$ cat config.mk
export PLATFORM = sky130hd
export DESIGN_NAME = load_store_unit
export DESIGN_NICKNAME = d
export VERILOG_FILES = /design/src/rtl/lsu_pkg.sv /design/src/rtl/lsu_align.sv /design/src/rtl/load_store_unit.sv
export SDC_FILE = /design/constraint.sdc
export NUM_CORES = 1
export LEC_CHECK = 0
export CAP_MARGIN = 20
export CORE_ASPECT_RATIO = 0.6
export CORE_MARGIN = 3
export CORE_UTILIZATION = 30
export DETAILED_ROUTE_END_ITERATION = 10
export PLACE_DENSITY = 0.67
export SKIP_CTS_REPAIR_TIMING = 1
export SYNTH_ARGS = -nofsm -noshare
export SYNTH_HDL_FRONTEND = slang
export SYNTH_SLANG_ARGS = --single-unit
$ cat constraint.sdc
create_clock -name clk -period 11.03 [get_ports clk]
set_input_delay 1.6545 -clock clk [delete_from_list [all_inputs] [get_ports clk]]
set_output_delay 1.6545 -clock clk [all_outputs]
set_load 0.03 [all_outputs]
$ cat src/rtl/lsu_pkg.sv
// Shared definitions for the load/store unit: funct3 codes, FSM encoding,
// timeout counter width and request legality helpers.
// Optional build macro: LSU_MISALIGN_CHECK_EN (used by load_store_unit).
package lsu_pkg;

    localparam logic [2:0] F3_B  = 3'b000;
    localparam logic [2:0] F3_H  = 3'b001;
    localparam logic [2:0] F3_W  = 3'b010;
    localparam logic [2:0] F3_BU = 3'b100;
    localparam logic [2:0] F3_HU = 3'b101;

    localparam int CNT_W = 10;

    typedef enum logic [1:0] {
        IDLE  = 2'd0,
        ISSUE = 2'd1,
        WAIT  = 2'd2,
        RESP  = 2'd3
    } lsu_state_e;

    // 011/110/111 never exist; unsigned variants only make sense for loads.
    function automatic logic f3_illegal(input logic we, input logic [2:0] f3);
        logic bad;
        bad = 1'b0;
        case (f3)
            F3_B, F3_H, F3_W: bad = 1'b0;
            F3_BU, F3_HU:     bad = we;
            default:          bad = 1'b1;
        endcase
        return bad;
    endfunction

    // Halfwords need addr[0]=0, words need addr[1:0]=0; bytes are always aligned.
    function automatic logic f3_misaligned(input logic [2:0] f3, input logic [1:0] lo);
        logic mis;
        mis = 1'b0;
        case (f3[1:0])
            2'b01:   mis = lo[0];
            2'b10:   mis = (lo != 2'b00);
            default: mis = 1'b0;
        endcase
        return mis;
    endfunction

endpackage

$ cat src/rtl/lsu_align.sv
// Byte-lane steering for stores and lane extraction plus sign/zero
// extension for loads. Purely combinational.
module lsu_align
    import lsu_pkg::*;
(
    input  logic [2:0]  funct3_i,
    input  logic [1:0]  addr_lo_i,
    input  logic [31:0] wdata_i,
    input  logic [31:0] rdata_i,
    output logic [3:0]  be_o,
    output logic [31:0] wdata_o,
    output logic [31:0] rdata_o
);

    logic [31:0] byte_sh;
    logic [7:0]  ld_byte;
    logic [15:0] ld_half;

    // Halfword lane comes from addr[1] only, so a misaligned halfword
    // (when not trapped) silently uses the aligned lane; words use all lanes.
    always_comb begin
        be_o    = 4'b0000;
        wdata_o = 32'h0;
        case (funct3_i[1:0])
            2'b00: begin
                be_o    = 4'b0001 << addr_lo_i;
                wdata_o = {4{wdata_i[7:0]}};
            end
            2'b01: begin
                be_o    = 4'b0011 << {addr_lo_i[1], 1'b0};
                wdata_o = {2{wdata_i[15:0]}};
            end
            default: begin
                be_o    = 4'b1111;
                wdata_o = wdata_i;
            end
        endcase
    end

    // Select the addressed byte/halfword of the read word and extend it.
    always_comb begin
        byte_sh = rdata_i >> {addr_lo_i, 3'b000};
        ld_byte = byte_sh[7:0];
        ld_half = addr_lo_i[1] ? rdata_i[31:16] : rdata_i[15:0];
        rdata_o = 32'h0;
        case (funct3_i)
            F3_B:    rdata_o = {{24{ld_byte[7]}}, ld_byte};
            F3_BU:   rdata_o = {24'h0, ld_byte};
            F3_H:    rdata_o = {{16{ld_half[15]}}, ld_half};
            F3_HU:   rdata_o = {16'h0, ld_half};
            F3_W:    rdata_o = rdata_i;
            default: rdata_o = 32'h0;
        endcase
    end

endmodule

$ cat src/rtl/load_store_unit.sv
// Multi-cycle load/store unit: one transaction at a time on a
// req/gnt/rvalid bus, with a cycle-bounded wait and one response per request.
// Optional build macro: LSU_MISALIGN_CHECK_EN (misaligned H/W accesses
// answered with rsp_err and no bus access).
//
// Handshakes: a core request is taken on a clk edge where req_valid and
// req_ready are both high; mem_req is held until the edge where mem_gnt is
// high; mem_rvalid only counts in WAIT; rsp_valid is a single-cycle pulse.
module load_store_unit
    import lsu_pkg::*;
#(
    parameter int TIMEOUT_CYC = 255
) (
    input  logic        clk,
    input  logic        reset,
    input  logic        req_valid,
    output logic        req_ready,
    input  logic        req_we,
    input  logic [2:0]  req_funct3,
    input  logic [31:0] req_addr,
    input  logic [31:0] req_wdata,
    output logic        rsp_valid,
    output logic [31:0] rsp_rdata,
    output logic        rsp_err,
    output logic        mem_req,
    input  logic        mem_gnt,
    output logic        mem_we,
    output logic [31:0] mem_addr,
    output logic [3:0]  mem_be,
    output logic [31:0] mem_wdata,
    input  logic        mem_rvalid,
    input  logic [31:0] mem_rdata
);

    localparam logic [CNT_W:0] TO_LIM = (CNT_W+1)'(TIMEOUT_CYC);

    lsu_state_e      state_q, state_d;
    logic            we_q, we_d;
    logic [2:0]      f3_q, f3_d;
    logic [31:0]     addr_q, addr_d;
    logic [31:0]     wdata_q, wdata_d;
    logic [31:0]     rdata_q, rdata_d;
    logic            err_q, err_d;
    logic [CNT_W-1:0] cnt_q, cnt_d;

    logic [CNT_W:0]  cnt_inc;
    logic [CNT_W-1:0] cnt_sat;
    logic            timeout_hit;
    logic            req_bad;
    logic [3:0]      al_be;
    logic [31:0]     al_wdata;
    logic [31:0]     al_rdata;

    lsu_align u_align (
        .funct3_i  (f3_q),
        .addr_lo_i (addr_q[1:0]),
        .wdata_i   (wdata_q),
        .rdata_i   (mem_rdata),
        .be_o      (al_be),
        .wdata_o   (al_wdata),
        .rdata_o   (al_rdata)
    );

    // Request classification done on the live request so errors skip the bus.
    always_comb begin
`ifdef LSU_MISALIGN_CHECK_EN
        req_bad = f3_illegal(req_we, req_funct3) | f3_misaligned(req_funct3, req_addr[1:0]);
`else
        req_bad = f3_illegal(req_we, req_funct3);
`endif
    end

    // Cycle count including the current one; saturates so it can never wrap.
    always_comb begin
        cnt_inc     = {1'b0, cnt_q} + {{CNT_W{1'b0}}, 1'b1};
        cnt_sat     = cnt_inc[CNT_W] ? cnt_q : cnt_inc[CNT_W-1:0];
        timeout_hit = (cnt_inc >= TO_LIM);
    end

    // Next-state and datapath updates; bus events take priority over timeout.
    always_comb begin
        state_d = state_q;
        we_d    = we_q;
        f3_d    = f3_q;
        addr_d  = addr_q;
        wdata_d = wdata_q;
        rdata_d = rdata_q;
        err_d   = err_q;
        cnt_d   = cnt_q;
        case (state_q)
            IDLE: begin
                if (req_valid) begin
                    we_d    = req_we;
                    f3_d    = req_funct3;
                    addr_d  = req_addr;
                    wdata_d = req_wdata;
                    rdata_d = 32'h0;
                    cnt_d   = '0;
                    err_d   = req_bad;
                    state_d = req_bad ? RESP : ISSUE;
                end
            end
            ISSUE: begin
                cnt_d = cnt_sat;
                if (mem_gnt) begin
                    state_d = we_q ? RESP : WAIT;
                end else if (timeout_hit) begin
                    err_d   = 1'b1;
                    state_d = RESP;
                end
            end
            WAIT: begin
                cnt_d = cnt_sat;
                if (mem_rvalid) begin
                    rdata_d = al_rdata;
                    state_d = RESP;
                end else if (timeout_hit) begin
                    err_d   = 1'b1;
                    state_d = RESP;
                end
            end
            RESP: begin
                state_d = IDLE;
            end
            default: state_d = IDLE;
        endcase
    end

    // State and transaction registers; reset abandons any transaction.
    always_ff @(posedge clk or posedge reset) begin
        if (reset) begin
            state_q <= IDLE;
            we_q    <= 1'b0;
            f3_q    <= 3'b000;
            addr_q  <= 32'h0;
            wdata_q <= 32'h0;
            rdata_q <= 32'h0;
            err_q   <= 1'b0;
            cnt_q   <= '0;
        end else begin
            state_q <= state_d;
            we_q    <= we_d;
            f3_q    <= f3_d;
            addr_q  <= addr_d;
            wdata_q <= wdata_d;
            rdata_q <= rdata_d;
            err_q   <= err_d;
            cnt_q   <= cnt_d;
        end
    end

    // Outputs decoded from registered state; bus fields are zero off-bus.
    always_comb begin
        req_ready = (state_q == IDLE);
        mem_req   = (state_q == ISSUE);
        rsp_valid = (state_q == RESP);
        rsp_err   = rsp_valid & err_q;
        rsp_rdata = rsp_valid ? rdata_q : 32'h0;
        mem_we    = mem_req & we_q;
        mem_addr  = mem_req ? {addr_q[31:2], 2'b00} : 32'h0;
        mem_be    = mem_req ? al_be : 4'b0000;
        mem_wdata = (mem_req & we_q) ? al_wdata : 32'h0;
    end

endmodule
**Word-level counts from Yosys, hierarchy flattened**

Cells that the tools add are included.

- Flip-flop bits (word level): 113
- Latch bits: 0
- Memory bits (writable): 0
- ROM bits: 0
- Input bits: 105
- Output and inout port bits: 105
- Word-level logic and storage cells: 73
- Memories: 0

- $add $sub $neg: 1
- $mul: 0
- Divide/modulo/power cells: 0
- $lt $le $gt $ge: 1
- Eq/ne operators: 17
- Shift operators: 3
- Multiplexer cells: 27
- Bitwise operators: 2
- Reductions and logical operators: 14

Operators with widths:

| cell | count |
|---|---|
| $mux W32 | 5 |
| $pmux W32 S5 | 1 |
| $pmux W32 S2 | 2 |
| $shr A32 B5 Y8 | 1 |
| $mux W10 | 2 |
| $pmux W10 S2 | 1 |
| $mux W16 | 1 |
| $eq A3 B3 Y1 const B | 4 |
| $add A10 B1 Y11 const B | 1 |
| $ge A11 B8 Y1 const B | 1 |
| $mux W2 | 5 |
| $ne A2 B2 Y1 const B | 5 |
| $pmux W2 S4 | 1 |
| $pmux W4 S2 | 1 |
| $eq A3 B1 Y1 const B | 2 |
| $eq A3 B2 Y1 const B | 2 |
| $logic_not A3 Y1 | 2 |
| $reduce_and A3 Y1 | 2 |
| $mux W1 | 5 |
| $eq A2 B1 Y1 const B | 2 |
| $eq A2 B2 Y1 const B | 2 |
| $logic_not A2 Y1 | 2 |
| $mux W4 | 1 |
| $reduce_and A4 Y1 | 1 |
| other kinds (10) | 13 |

**Logic depth before layout (Yosys ltp)**

Gate-level depths: netlist of run 1.

- Word-level depth: 6
- Gate-level depth with buffers: 8

**Hierarchy**

A second synthesis of run 1 with hierarchy kept.

- Cells, all modules: 684
- Area total of the unflattened synthesis: 6,647.6 um^2

Modules (own cells, without submodules):

| module | instances | cells each | area an instance (um^2) | seq. area each (um^2) |
|---|---|---|---|---|
| load_store_unit | 1 | 514 | 5,413.9 | 2,827.7 |
| lsu_align | 1 | 170 | 1,233.7 | 0.0 |

**Least setup slack after synthesis of run 1**

OpenSTA, ideal clock, no wires.

- Path kind: reg2out
- Start: reg state_q[1]
- End: out mem_wdata[12]
- Data arrival time: 1.976 ns
- Data required time: 9.376 ns
- Slack: 7.400 ns
- Cell stages (with the launch flop): 7
- Buffers on the path: 2
- Path through: dfrtp_1 inv_1 ha_1 clkbuf_1 nand2_1 clkbuf_1 a21oi_1

- Cells in the longest elaborated chain, start to end: 3

Ends and longest elaborated chain:

| element | line | source |
|---|---|---|
| from (decl) | load_store_unit.sv:37 | `lsu_state_e state_q, state_d;` |
| from (signal assigned) | load_store_unit.sv:141 | `state_q <= state_d;` |
| $eq A2 B1 Y1 | load_store_unit.sv:155 | `mem_req = (state_q == ISSUE);` |
| net mem_req | load_store_unit.sv:25 | `output logic mem_req,` |
| $and A1 B1 Y1 | load_store_unit.sv:162 | `mem_wdata = (mem_req & we_q) ? al_wdata : 32'h0;` |
| $mux W32 | load_store_unit.sv:162 |  |
| to (decl) | load_store_unit.sv:30 | `output logic [31:0] mem_wdata,` |

The timed path passes the listed nets, and every way through them passes these cells.

**Worst setup path in the final report of run 1**

- Start: reg f3_q[1]
- End: out mem_wdata[14]

- Cells in the longest elaborated chain, start to end: 3
- Elaborated cells on any way between the ends: 4
- Classes of those cells: 1 x eq/ne; 2 x mux; 1 x reduce/logical

Ends and longest elaborated chain:

| element | line | source |
|---|---|---|
| from (decl) | load_store_unit.sv:39 | `logic [2:0] f3_q, f3_d;` |
| from (signal assigned) | load_store_unit.sv:134 | `f3_q <= 3'b000;` |
| from (signal assigned) | load_store_unit.sv:143 | `f3_q <= f3_d;` |
| $eq A2 B1 Y1 / $logic_not A2 Y1 (equally long branches) | lsu_align.sv:24 | `case (funct3_i[1:0])` |
| $pmux W32 S2 * | lsu_align.sv:24 |  |
| $mux W32 * | load_store_unit.sv:162 |  |

Mark *: on every way between the ends. The rest lies on a longest branch, timed or not.

==> PnR_summary.wiki, run 1 <==
{| class="wikitable"
! Metric !! Value
|-
| Vias/cell || 4.992
|-
| Clock period minus worst slack || 4512 ps
|-
| PD cells || 278.1 nW/um^2
|-
| Number of warnings issued by yosys || 0
|-
| CTS clk-pin slew, worst paths || 60 ps
|-
| Setup clock skew after layout || 13.58 ps
|-
| CTS H-tree lvls || 4
|-
| Buffers and inverters on the worst path || 3
|-
| Sequence of cells on the critical path || buf_4 -> nor2_4 -> inv_2 -> nand2_1 -> a21oi_1 -> clkdlybuf4s50_1
|-
| Leading area contributor after synthesis || dfrtp_1
|-
| Std-Cell Core Area || 19620 sq um
|-
| Hold Fails Final Rpt || 0
|-
| DRC violation count after routing || 0
|-
| Slew headroom || 0.3438
|-
| Final wirelength || 20.08 mm
|-
| Cell count after synthesis || 612
|-
| GPL Wtd Cong || 0.8705
|-
| Die width || 191.2 um
|-
| Total of endpoints with negative setup slack in the final report || 0
|-
| Initial cell density of the core || 0.3147
|-
| Max rail drop VDD || 0.1404 mV
|-
| Main area contributors after synthesis || dfrtp_1 46%, mux2_2 13%, and2_1 6.7%
|-
| Buffers added on ports || 207
|-
| Final WS setup || 6518 ps
|-
| Fraction of registers with async set or reset after synthesis || 1.000
|-
| Average wire per standard cell || 18.63 um
|-
| Data arrival time at the worst-slack endpoint || 2860 ps
|-
| Total Power Consumption || 2.505 mW
|-
| Slowest cell on the critical path || clkdlybuf4s50_1
|-
| CTS Buf Count || 17
|-
| Max FO, Critical Path || 22
|-
| Buffers from clock root to sink, at most || 2
|-
| Row Count || 39
|-
| Boundary Pins || 210
|-
| Initial drt markers || 379
|-
| Maximum frequency from static timing analysis || 221.6 MHz
|-
| Most instantiated flip-flop cell in the synthesis netlist || dfrtp_1
|-
| CP endpoint kind || output port
|-
| Hpwl dp || 14.32 mm
|-
| Global-route wire length before repair || 31.51 mm
|-
| Required arrival time at the worst endpoint || 9380 ps
|-
| Startpoint type of the worst setup path || flop
|-
| Cell area after technology mapping || 6173 sq um
|-
| Sink Count || 113
|-
| Total leakage power || 3.691 nW
|-
| Biggest cell delay along the critical path || 720 ps
|-
| Number of synthesized register bits || 113
|-
| Area Overhead vs Synth || 45.91%
|-
| Number of enable flip-flop cells after synthesis || 0
|-
| Sequential element share of the synthesized area || 0.4580
|-
| Initial antenna violation count || 1
|-
| Total routing usage reported by global routing || 0.1828
|-
| Diodes inserted || 0
|-
| Die height || 117.1 um
|-
| Final clock period utilization by the worst path || 0.4090
|-
| Yosys cell types || 48
|-
| Max-slew violations || 0
|-
| Maximum capacitance violations || 0
|-
| Critical path class || flop to output port
|-
| Filler cell count in the final layout || 1843
|-
| Overall die area || 22390 sq um
|-
| Register-to-register path setup slack || 8510 ps
|-
| Measured slew at the worst slew-check pin || 984.3 ps
|-
| Via count || 5381
|-
| Setup repair after global routing missed its margin || no
|-
| Share of post-route cells with drive strength above 1 || 0.1502
|-
| Fraction of post-synthesis cell area in the top cell type by area || 0.4580
|-
| Clock tree from TritonCTS || built
|-
| Worst-case hold slack || 477.3 ps
|-
| Cell family with most CP delay || buffers and inverters
|-
| Total negative slack || 0 ps
|-
| Pin count of the biggest net entering global routing || 75
|-
| Post-Synthesis Mean Instance Area || 10.09 sq um
|-
| GRT Residual Overflow || 0
|-
| Result of the run || complete, no violations
|-
| Source-to-sink clock delay at the later pin of the worst-skew pair || 410 ps
|-
| Routed Antenna Nets || 0
|-
| Number of detailed-routing iterations run before antenna repair || 6
|-
| Post-layout nets || 910
|-
| Pre-CTS worst setup slack || 6951 ps
|-
| CTS Root Buffer Type || clkbuf_16
|-
| Number of global-route vias before repair || 5504
|-
| Worst min path class || flop to flop
|}
## Yosys cell counts, types with 4 or more instances
library cell / instances
dfrtp_1: 113
o21ai_1: 22
nor2b_1: 7
and3_1: 9
nand2b_1: 4
nand3_1: 9
mux2_2: 69
nor3_1: 8
nor2_1: 44
a21oi_1: 40
inv_1: 18
ha_1: 6
and2_1: 66
a221oi_1: 9
a222oi_1: 7
o21ai_0: 17
buf_2: 14
a31oi_1: 5
nand2_1: 57
clkbuf_1: 24
mux4_2: 7
mux2i_1: 20
## flip-flops by register name (all words and copies together), names as in the netlist
register  count
err_q         1
we_q          1
rdata_q      32
addr_q       32
state_q       2
cnt_q        10
wdata_q      32
f3_q          3
## path summary, 6_finish.rpt
| check | from | endpoint | cells after the start |
|---|---|---|---|
| setup reg to reg | f3_q[0]$_DFFE_PP0P_ | rdata_q[2]$_DFFE_PP0P_ | 4 |
| setup / recovery | f3_q[1]$_DFFE_PP0P_ | mem_wdata[14] | 6 |
| hold / removal | rdata_q[21]$_DFFE_PP0P_ | rdata_q[21]$_DFFE_PP0P_ | 2 |
| max in group asynchronous | reset | addr_q[2]$_DFFE_PP0P_ | 3 |
| hold reg to reg | rdata_q[21]$_DFFE_PP0P_ | rdata_q[21]$_DFFE_PP0P_ | 2 |
| min in group asynchronous | reset | addr_q[7]$_DFFE_PP0P_ | 2 |
## worst reg2reg max path: cells and delay by family (launching register included)
kind,cells,cell delay [ps]
mux,1,600
flops,1,770
compound gates,1,350
simple gates,1,620
buf+inv,1,70
## kinds of logic (layout without fill, tap and decap cells)
kind of cell,Yosys count,count (layout),share of synthesized area
mux,96,96,0.1838
flops,113,113,0.4580
simple gates,214,214,0.1747
fa+ha+maj,6,6,0.01216
xor+xnor,1,1,0.001419
buf+inv,64,263,0.04601
compound gates,117,117,0.1232
other cells,1,2,0.0006074
## layout make-up
type,count,area [sq um],share of cell area
clock inverter,11,137.6,0.01528
inverter,19,73.82,0.008196
timing repair buffer,212,2113,0.2346
clock buffer,21,450.4,0.05001
multi-input combinational,436,3072,0.3410
sequential,113,2828,0.3139
tap,266,332.8,0.03695
## power by group
group / switching, mW / internal, mW / leakage (nW)
registers: 0.160 / 0.593 / 1.42
clock network: 0.200 / 0.359 / 0.283
logic: 0.666 / 0.526 / 1.99
## cell usage in the layout, fill, tap and decap left out, drive strengths merged, types with 9 or more instances in the layout
cell type	Yosys	final
and3	9	9
o21ai	39	39
nor2	45	45
clkbuf	24	21
a21oi	40	40
dfrtp	113	113
mux2i	20	20
a221oi	12	12
nand3	9	9
and2	67	67
nor3	9	9
clkdlybuf4s50	0	207
nand2	57	57
inv	19	19
mux2	69	69
## per-layer routing
metal / wire length [um] / global-route usage / vias up
met5: 9 / 0 / -
li1: - / - / 2515
met1: 9191 / 0.2551 / 2596
met3: 2365 / 0.08244 / 14
met4: 138 / 0.03664 / 2
met2: 8379 / 0.2623 / 254
## through the flow
stage / util / cells / instance area, sq um
global route: 0.4592 / 1078 / 9007
floorplan: - / 613 / 6177
detailed placement: 0.4286 / 1045 / 8408
finish: 0.4592 / 1078 / 9007
global placement: 0.4286 / 1045 / 8408
CTS: 0.4586 / 1077 / 8996
Note: power is estimated with default switching activity, not from simulation.
==> inputs of run 2 (changes only) <==
Clock period 11.03 ns to 4.3 ns, I/O delays scaled along.
==> run 2 against run 1 <==
  * Highest routed layer is now met4
  * Hold slack worse by 5.1 ps
  * Final area grew 0.51%
  * Largest cell class unchanged
  * Utilization grew 0.24 points
==> PnR_summary.wiki, run 2 (synthesized netlist as in run 1, its figures left out) <==
{| class="wikitable"
! Metric !! Value
|-
| Final clock period utilization by the worst path || 0.8050
|-
| Die height || 117.1 um (unchanged)
|-
| Boundary Pins || 210 (unchanged)
|-
| Area used by multi-input combinational logic || 3072 sq um (unchanged)
|-
| Hold endpoint || rdata_q[16]$_DFFE_PP0P_
|-
| Final wirelength || 19.99 mm (-0.47%)
|-
| CTS H-tree lvls || 4 (unchanged)
|-
| Result of the run || complete, no violations
|-
| Via count || 5341 (-0.74%)
|-
| Pin count of the biggest net entering global routing || 71 (-5.3%)
|-
| Source-to-sink clock delay at the later pin of the worst-skew pair || 410 ps (about the same)
|-
| Worst hold path depth || 2 (unchanged)
|-
| CP endpoint kind || output port
|-
| Max-slew violations || 0 (unchanged)
|-
| R2r worst-path depth || 5 (+1)
|-
| GPL Wtd Cong || 0.8498 (-2.4%)
|-
| Row Count || 39 (unchanged)
|-
| Total leakage power || 3.722 nW (+0.86%)
|-
| Max FO, Critical Path || 14 (-36%)
|-
| Maximum capacitance violations || 0 (unchanged)
|-
| Die width || 191.2 um (unchanged)
|-
| Initial drt markers || 341 (-10%)
|-
| Share of post-route cells with drive strength above 1 || 0.1539 (+0.003695)
|-
| Max Used Layer || met4
|-
| Measured slew at the worst slew-check pin || 1009 ps (+24.95 ps)
|-
| Routed Antenna Nets || 0 (unchanged)
|-
| Std-Cell Core Area || 19620 sq um (unchanged)
|-
| End of the worst register-to-register path || rdata_q[8]$_DFFE_PP0P_
|-
| Origin of the worst min-delay path || rdata_q[16]$_DFFE_PP0P_
|-
| Number of detailed-routing iterations run before antenna repair || 5 (-1)
|-
| Buffers from clock root to sink, at most || 2 (unchanged)
|-
| Number of global-route vias before repair || 5444 (-1.1%)
|-
| Worst-case hold slack || 472.2 ps (-5.112 ps)
|-
| Data arrival time at the worst-slack endpoint || 2820 ps (-40 ps)
|-
| Hold Fails Final Rpt || 0 (unchanged)
|-
| Largest registers || addr_q (32), rdata_q (32), wdata_q (32)
|-
| Average wire per standard cell || 18.54 um (-0.47%)
|-
| CTS Buf Count || 17 (unchanged)
|-
| Total of endpoints with negative setup slack in the final report || 0 (unchanged)
|-
| Filler cell count in the final layout || 1864 (+1.1%)
|-
| Slew headroom || 0.3272 (-0.01663)
|-
| Wire length on met3 || 2.329 mm (-1.5%)
|-
| Setup repair after global routing missed its margin || no
|-
| Total routing usage reported by global routing || 0.1799 (-0.002891)
|-
| Total Power Consumption || 6.467 mW (+160%)
|-
| Startpoint type of the worst setup path || flop
|-
| Initial cell density of the core || 0.3147 (unchanged)
|-
| Area Overhead vs Synth || 46.66%
|-
| Register area || 2828 sq um (unchanged)
|-
| Metal1 wirelength || 9.259 mm (+0.74%)
|-
| DRC violation count after routing || 0 (unchanged)
|-
| Register-to-register path setup slack || 1710 ps (-6800 ps)
|-
| Sink Count || 113 (unchanged)
|-
| Clock tree from TritonCTS || built
|-
| Clock period minus worst slack || 3461 ps
|-
| Vias/cell || 4.955 (-0.74%)
|-
| GRT Residual Overflow || 0 (unchanged)
|-
| Diodes inserted || 0 (unchanged)
|-
| CTS clk-pin slew, worst paths || 60 ps (about the same)
|-
| Final WS setup || 838.7 ps (-5680 ps)
|-
| Setup clock skew after layout || 10.83 ps (-2.756 ps)
|-
| Max rail drop VDD || 0.4220 mV (+200%)
|-
| Overall die area || 22390 sq um (unchanged)
|-
| Maximum frequency from static timing analysis || 288.9 MHz
|-
| Worst min path class || flop to flop
|-
| Buffers added on ports || 207 (unchanged)
|-
| Required arrival time at the worst endpoint || 3650 ps (-5730 ps)
|-
| Hpwl dp || 14.20 mm (-0.81%)
|-
| Most common cell after layout, fill and taps aside || clkdlybuf4s50_1
|-
| Critical path class || flop to output port
|-
| PD cells || 714.2 nW/um^2 (+160%)
|-
| Post-layout nets || 910 (unchanged)
|-
| Initial antenna violation count || 0 (-1)
|-
| Total negative slack || 0 ps (unchanged)
|-
| Global-route wire length before repair || 30.90 mm (-1.9%)
|-
| Pre-CTS worst setup slack || 1196 ps (-5755 ps)
|-
| Launching point of the worst reg2reg path || f3_q[1]$_DFFE_PP0P_
|-
| CTS Root Buffer Type || clkbuf_16
|-
| Highest-count cells in the layout ignoring fill and taps || 206 x clkdlybuf4s50_1, 113 x dfrtp_1, 69 x mux2_2
|-
| Sum of met2 wire segment lengths after detailed routing || 8.286 mm (-1.1%)
|}
run 2: cell types whose count changed in the layout (fill, tap and decap cells not counted):
cell and delta:
clkinv_4 +1, clkinvlp_4 -2, buf_6 -1, clkbuf_1 -2, clkdlybuf4s50_1 -1, clkbuf_8 +3, buf_12 +2
run 2: worst max-delay path by stage:
stage / to / slack, ps / cells past startpoint / from
floorplan: addr_q[0]$_DFFE_PP0P_ / 670 / 1 / reset
global placement: mem_be[2] / 1190 / 4 / f3_q[0]$_DFFE_PP0P_
detailed placement: mem_be[2] / 1200 / 4 / f3_q[0]$_DFFE_PP0P_
CTS: mem_be[2] / 740 / 4 / f3_q[0]$_DFFE_PP0P_
global route: mem_be[2] / 590 / 4 / f3_q[0]$_DFFE_PP0P_
finish: mem_be[2] / 840 / 4 / f3_q[0]$_DFFE_PP0P_
run 2: where the power goes:
| group | switching [mW] | internal [mW] |
|---|---|---|
| clock | 0.515 | 0.968 |
| sequential | 0.411 | 1.52 |
| combinational | 1.70 | 1.35 |
run 2: area by class of cell:
type,instances,area share
Inverter,19,0.008154
Sequential cell,113,0.3123
Tap cell,266,0.03676
Clock inverter,10,0.01451
Multi-Input combinational cell,436,0.3393
Timing Repair Buffer,212,0.2355
Clock buffer,22,0.05348
run 2: layer usage:
| layer | track usage | vias to the layer above |
|---|---|---|
| met2 | 0.2532 | 226 |
| met4 | 0.03859 | 0 |
| met5 | 0 | - |
| met3 | 0.08929 | 10 |
| met1 | 0.2489 | 2583 |
| li1 | - | 2522 |
run 2: through the flow:
step,instance area (sq um),std cells,utilization
2_1_floorplan,6177,613,-
3_5_place_dp,8438,1046,0.4302
5_1_grt,9054,1078,0.4615
4_1_cts,9054,1078,0.4615
6_report,9054,1078,0.4615
3_3_place_gp,8438,1046,0.4302
run 2: critical path, stage by stage, from the launching register on:
cell and delay [ps]:
dfrtp_1 810, nand2b_1 610, a21oi_1 170, nor2b_1 130, clkdlybuf4s50_1 680
==> inputs of run 3 (changes only) <==
Clock period 4.3 ns to 3.3 ns, I/O delays scaled along.
==> run 3 against run 2 <==
  * Worst setup slack worse by 480 ps
  * Hold slack worse by 96 ps
  * Final area up 1.4%
  * Via count is 1.6% higher
  * Utilization is 0.63 points higher
  * Highest routed layer is now met5
==> PnR_summary.wiki, run 3 (synthesized netlist as in run 1, its figures left out) <==
{| class="wikitable"
! Metric !! Value
|-
| Result of the run || complete, no violations
|-
| Total of endpoints with negative setup slack in the final report || 0 (unchanged)
|-
| Critical path class || flop to output port
|-
| Largest registers || addr_q (32), rdata_q (32), wdata_q (32)
|-
| Highest-count cells in the layout ignoring fill and taps || 182 x clkdlybuf4s50_1, 113 x dfrtp_1, 69 x mux2_2
|-
| Row Count || 39 (unchanged)
|-
| Sink Count || 113 (unchanged)
|-
| Via count || 5429 (+1.6%)
|-
| Die width || 191.2 um (unchanged)
|-
| GPL Wtd Cong || 0.8588 (+1.1%)
|-
| GRT Residual Overflow || 0 (unchanged)
|-
| Max FO, Critical Path || 30 (+16)
|-
| Setup clock skew after layout || 8.600 ps (-2.227 ps)
|-
| Number of global-route vias before repair || 5585 (+2.6%)
|-
| End of the worst register-to-register path || addr_q[22]$_DFFE_PP0P_
|-
| CP endpoint kind || output port
|-
| Register-to-register path setup slack || 1040 ps (-670 ps)
|-
| PD cells || 950.5 nW/um^2 (+33%)
|-
| Vias/cell || 5.004 (+0.99%)
|-
| Maximum capacitance violations || 0 (unchanged)
|-
| Post-layout nets || 917 (+0.77%)
|-
| Required arrival time at the worst endpoint || 2800 ps (-850 ps)
|-
| Overall die area || 22390 sq um (unchanged)
|-
| Slew headroom || 0.3316 (+0.004451)
|-
| Share of post-route cells with drive strength above 1 || 0.1893 (+0.03531)
|-
| CTS clk-pin slew, worst paths || 50 ps (about the same)
|-
| Hold Fails Final Rpt || 0 (unchanged)
|-
| Worst min path class || input port to asynchronous set/reset pin
|-
| Total leakage power || 3.846 nW (+3.3%)
|-
| Final core utilization || 0.4678 (+0.006251)
|-
| Average wire per standard cell || 18.94 um (+2.1%)
|-
| Area Overhead vs Synth || 48.64%
|-
| Measured slew at the worst slew-check pin || 1002 ps (-6.812 ps)
|-
| Pin count of the biggest net entering global routing || 59 (-17%)
|-
| Final wirelength || 20.55 mm (+2.8%)
|-
| Number of detailed-routing iterations run before antenna repair || 7 (+2)
|-
| Clock tree from TritonCTS || built
|-
| Initial drt markers || 406 (+19%)
|-
| Slowest cell on the critical path || clkdlybuf4s50_1
|-
| Launching point of the worst reg2reg path || state_q[0]$_DFFE_PP0N_
|-
| Maximum frequency from static timing analysis || 340.2 MHz
|-
| Hpwl dp || 14.79 mm (+4.1%)
|-
| Source-to-sink clock delay at the later pin of the worst-skew pair || 430 ps (+20 ps)
|-
| Max rail drop VDD || 0.4695 mV (+11%)
|-
| Total negative slack || 0 ps (unchanged)
|-
| Routed Antenna Nets || 0 (unchanged)
|-
| Critical Path Start || state_q[1]$_DFFE_PP0N_
|-
| Total routing usage reported by global routing || 0.1863 (+0.006364)
|-
| Std-Cell Core Area || 19620 sq um (unchanged)
|-
| Startpoint type of the worst setup path || flop
|-
| CTS Root Buffer Type || clkbuf_16
|-
| Clock period minus worst slack || 2940 ps
|-
| Sequence of cells on the critical path || inv_1 -> ha_1 -> buf_4 -> o21a_1 -> clkdlybuf4s50_1
|-
| R2r worst-path depth || 5 (unchanged)
|-
| CTS H-tree lvls || 4 (unchanged)
|-
| Most common cell after layout, fill and taps aside || clkdlybuf4s50_1
|-
| Buffers added on ports || 207 (unchanged)
|-
| Boundary Pins || 210 (unchanged)
|-
| Buffers from clock root to sink, at most || 2 (unchanged)
|-
| Setup repair after global routing missed its margin || no
|-
| Initial cell density of the core || 0.3147 (unchanged)
|-
| Biggest cell delay along the critical path || 710 ps (-100 ps)
|-
| CTS Buf Count || 17 (unchanged)
|-
| Final clock period utilization by the worst path || 0.8908
|-
| Max-slew violations || 0 (unchanged)
|-
| Global-route wire length before repair || 31.86 mm (+3.1%)
|-
| Diodes inserted || 0 (unchanged)
|-
| DRC violation count after routing || 0 (unchanged)
|-
| Initial antenna violation count || 1 (+1)
|-
| Die height || 117.1 um (unchanged)
|-
| Data arrival time at the worst-slack endpoint || 2440 ps (-380 ps)
|}
==> run 3: changes by cell type in the layout (fill, tap and decap cells not counted), sizes merged <==
cell,change
clkinv,-1
bufinv,+4
inv,-1
clkbuf,-2
clkdlybuf4s50,-24
buf,+31
==> run 3: worst max path at each step <==
stage,end,slack [ps],depth (start not counted)
floorplan,mem_wdata[12],830,6
global route,mem_be[1],230,5
CTS,mem_be[3],350,5
finish,mem_be[3],360,5
global placement,rdata_q[23]$_DFFE_PP0P_,900,5
detailed placement,mem_be[3],830,5
==> run 3: critical path, delay by kind of cell (launching register included) <==
| kind | cells | cell delay (ps) |
|---|---|---|
| adder cells (fa/ha/maj) | 1 | 260 |
| flip-flops | 1 | 420 |
| AO/OA/AOI/OAI | 1 | 180 |
| buffers and inverters | 3 | 1140 |
==> run 3: metal layers <==
metal	track usage	vias to the layer above	part of all wire
met5	0	-	0.00044
met3	0.09286	26	0.12
met1	0.2558	2636	0.46
li1	-	2525	-
met4	0.04934	2	0.013
met2	0.2599	240	0.41
==> run 3: report_power, final <==
| part | total [mW] | switching, mW | internal (mW) |
|---|---|---|---|
| sequential | 2.49 | 0.510 | 1.98 |
| combinational | 4.05 | 2.25 | 1.80 |
| clock | 2.18 | 0.673 | 1.50 |
==> run 3: area by class of cell <==
cell class,instances,area [sq um]
Clock buffer,20,446.7
Tap cell,266,332.8
Fill cell,1880,10440
Sequential cell,113,2828
Inverter,19,75.07
Timing Repair Buffer,219,2187
Clock inverter,12,235.2
Multi-Input combinational cell,436,3072
==> run 3: metrics by stage <==
| step | hold slack, ps | instance area [sq um] | power, mW | worst slack (ps) | std cells |
|---|---|---|---|---|---|
| after floorplan | 442.4 | 6181 | 5.154 | 829.3 | 613 |
| after global placement | 462.0 | 8494 | 6.500 | 903.7 | 1053 |
| after detailed placement | 470.0 | 8494 | 6.564 | 825.1 | 1053 |
| after CTS | 372.0 | 9176 | 8.786 | 346.0 | 1085 |
| after global routing | 405.0 | 9176 | 9.269 | 225.8 | 1085 |
| final | 376.2 | 9176 | 8.722 | 360.2 | 1085 |
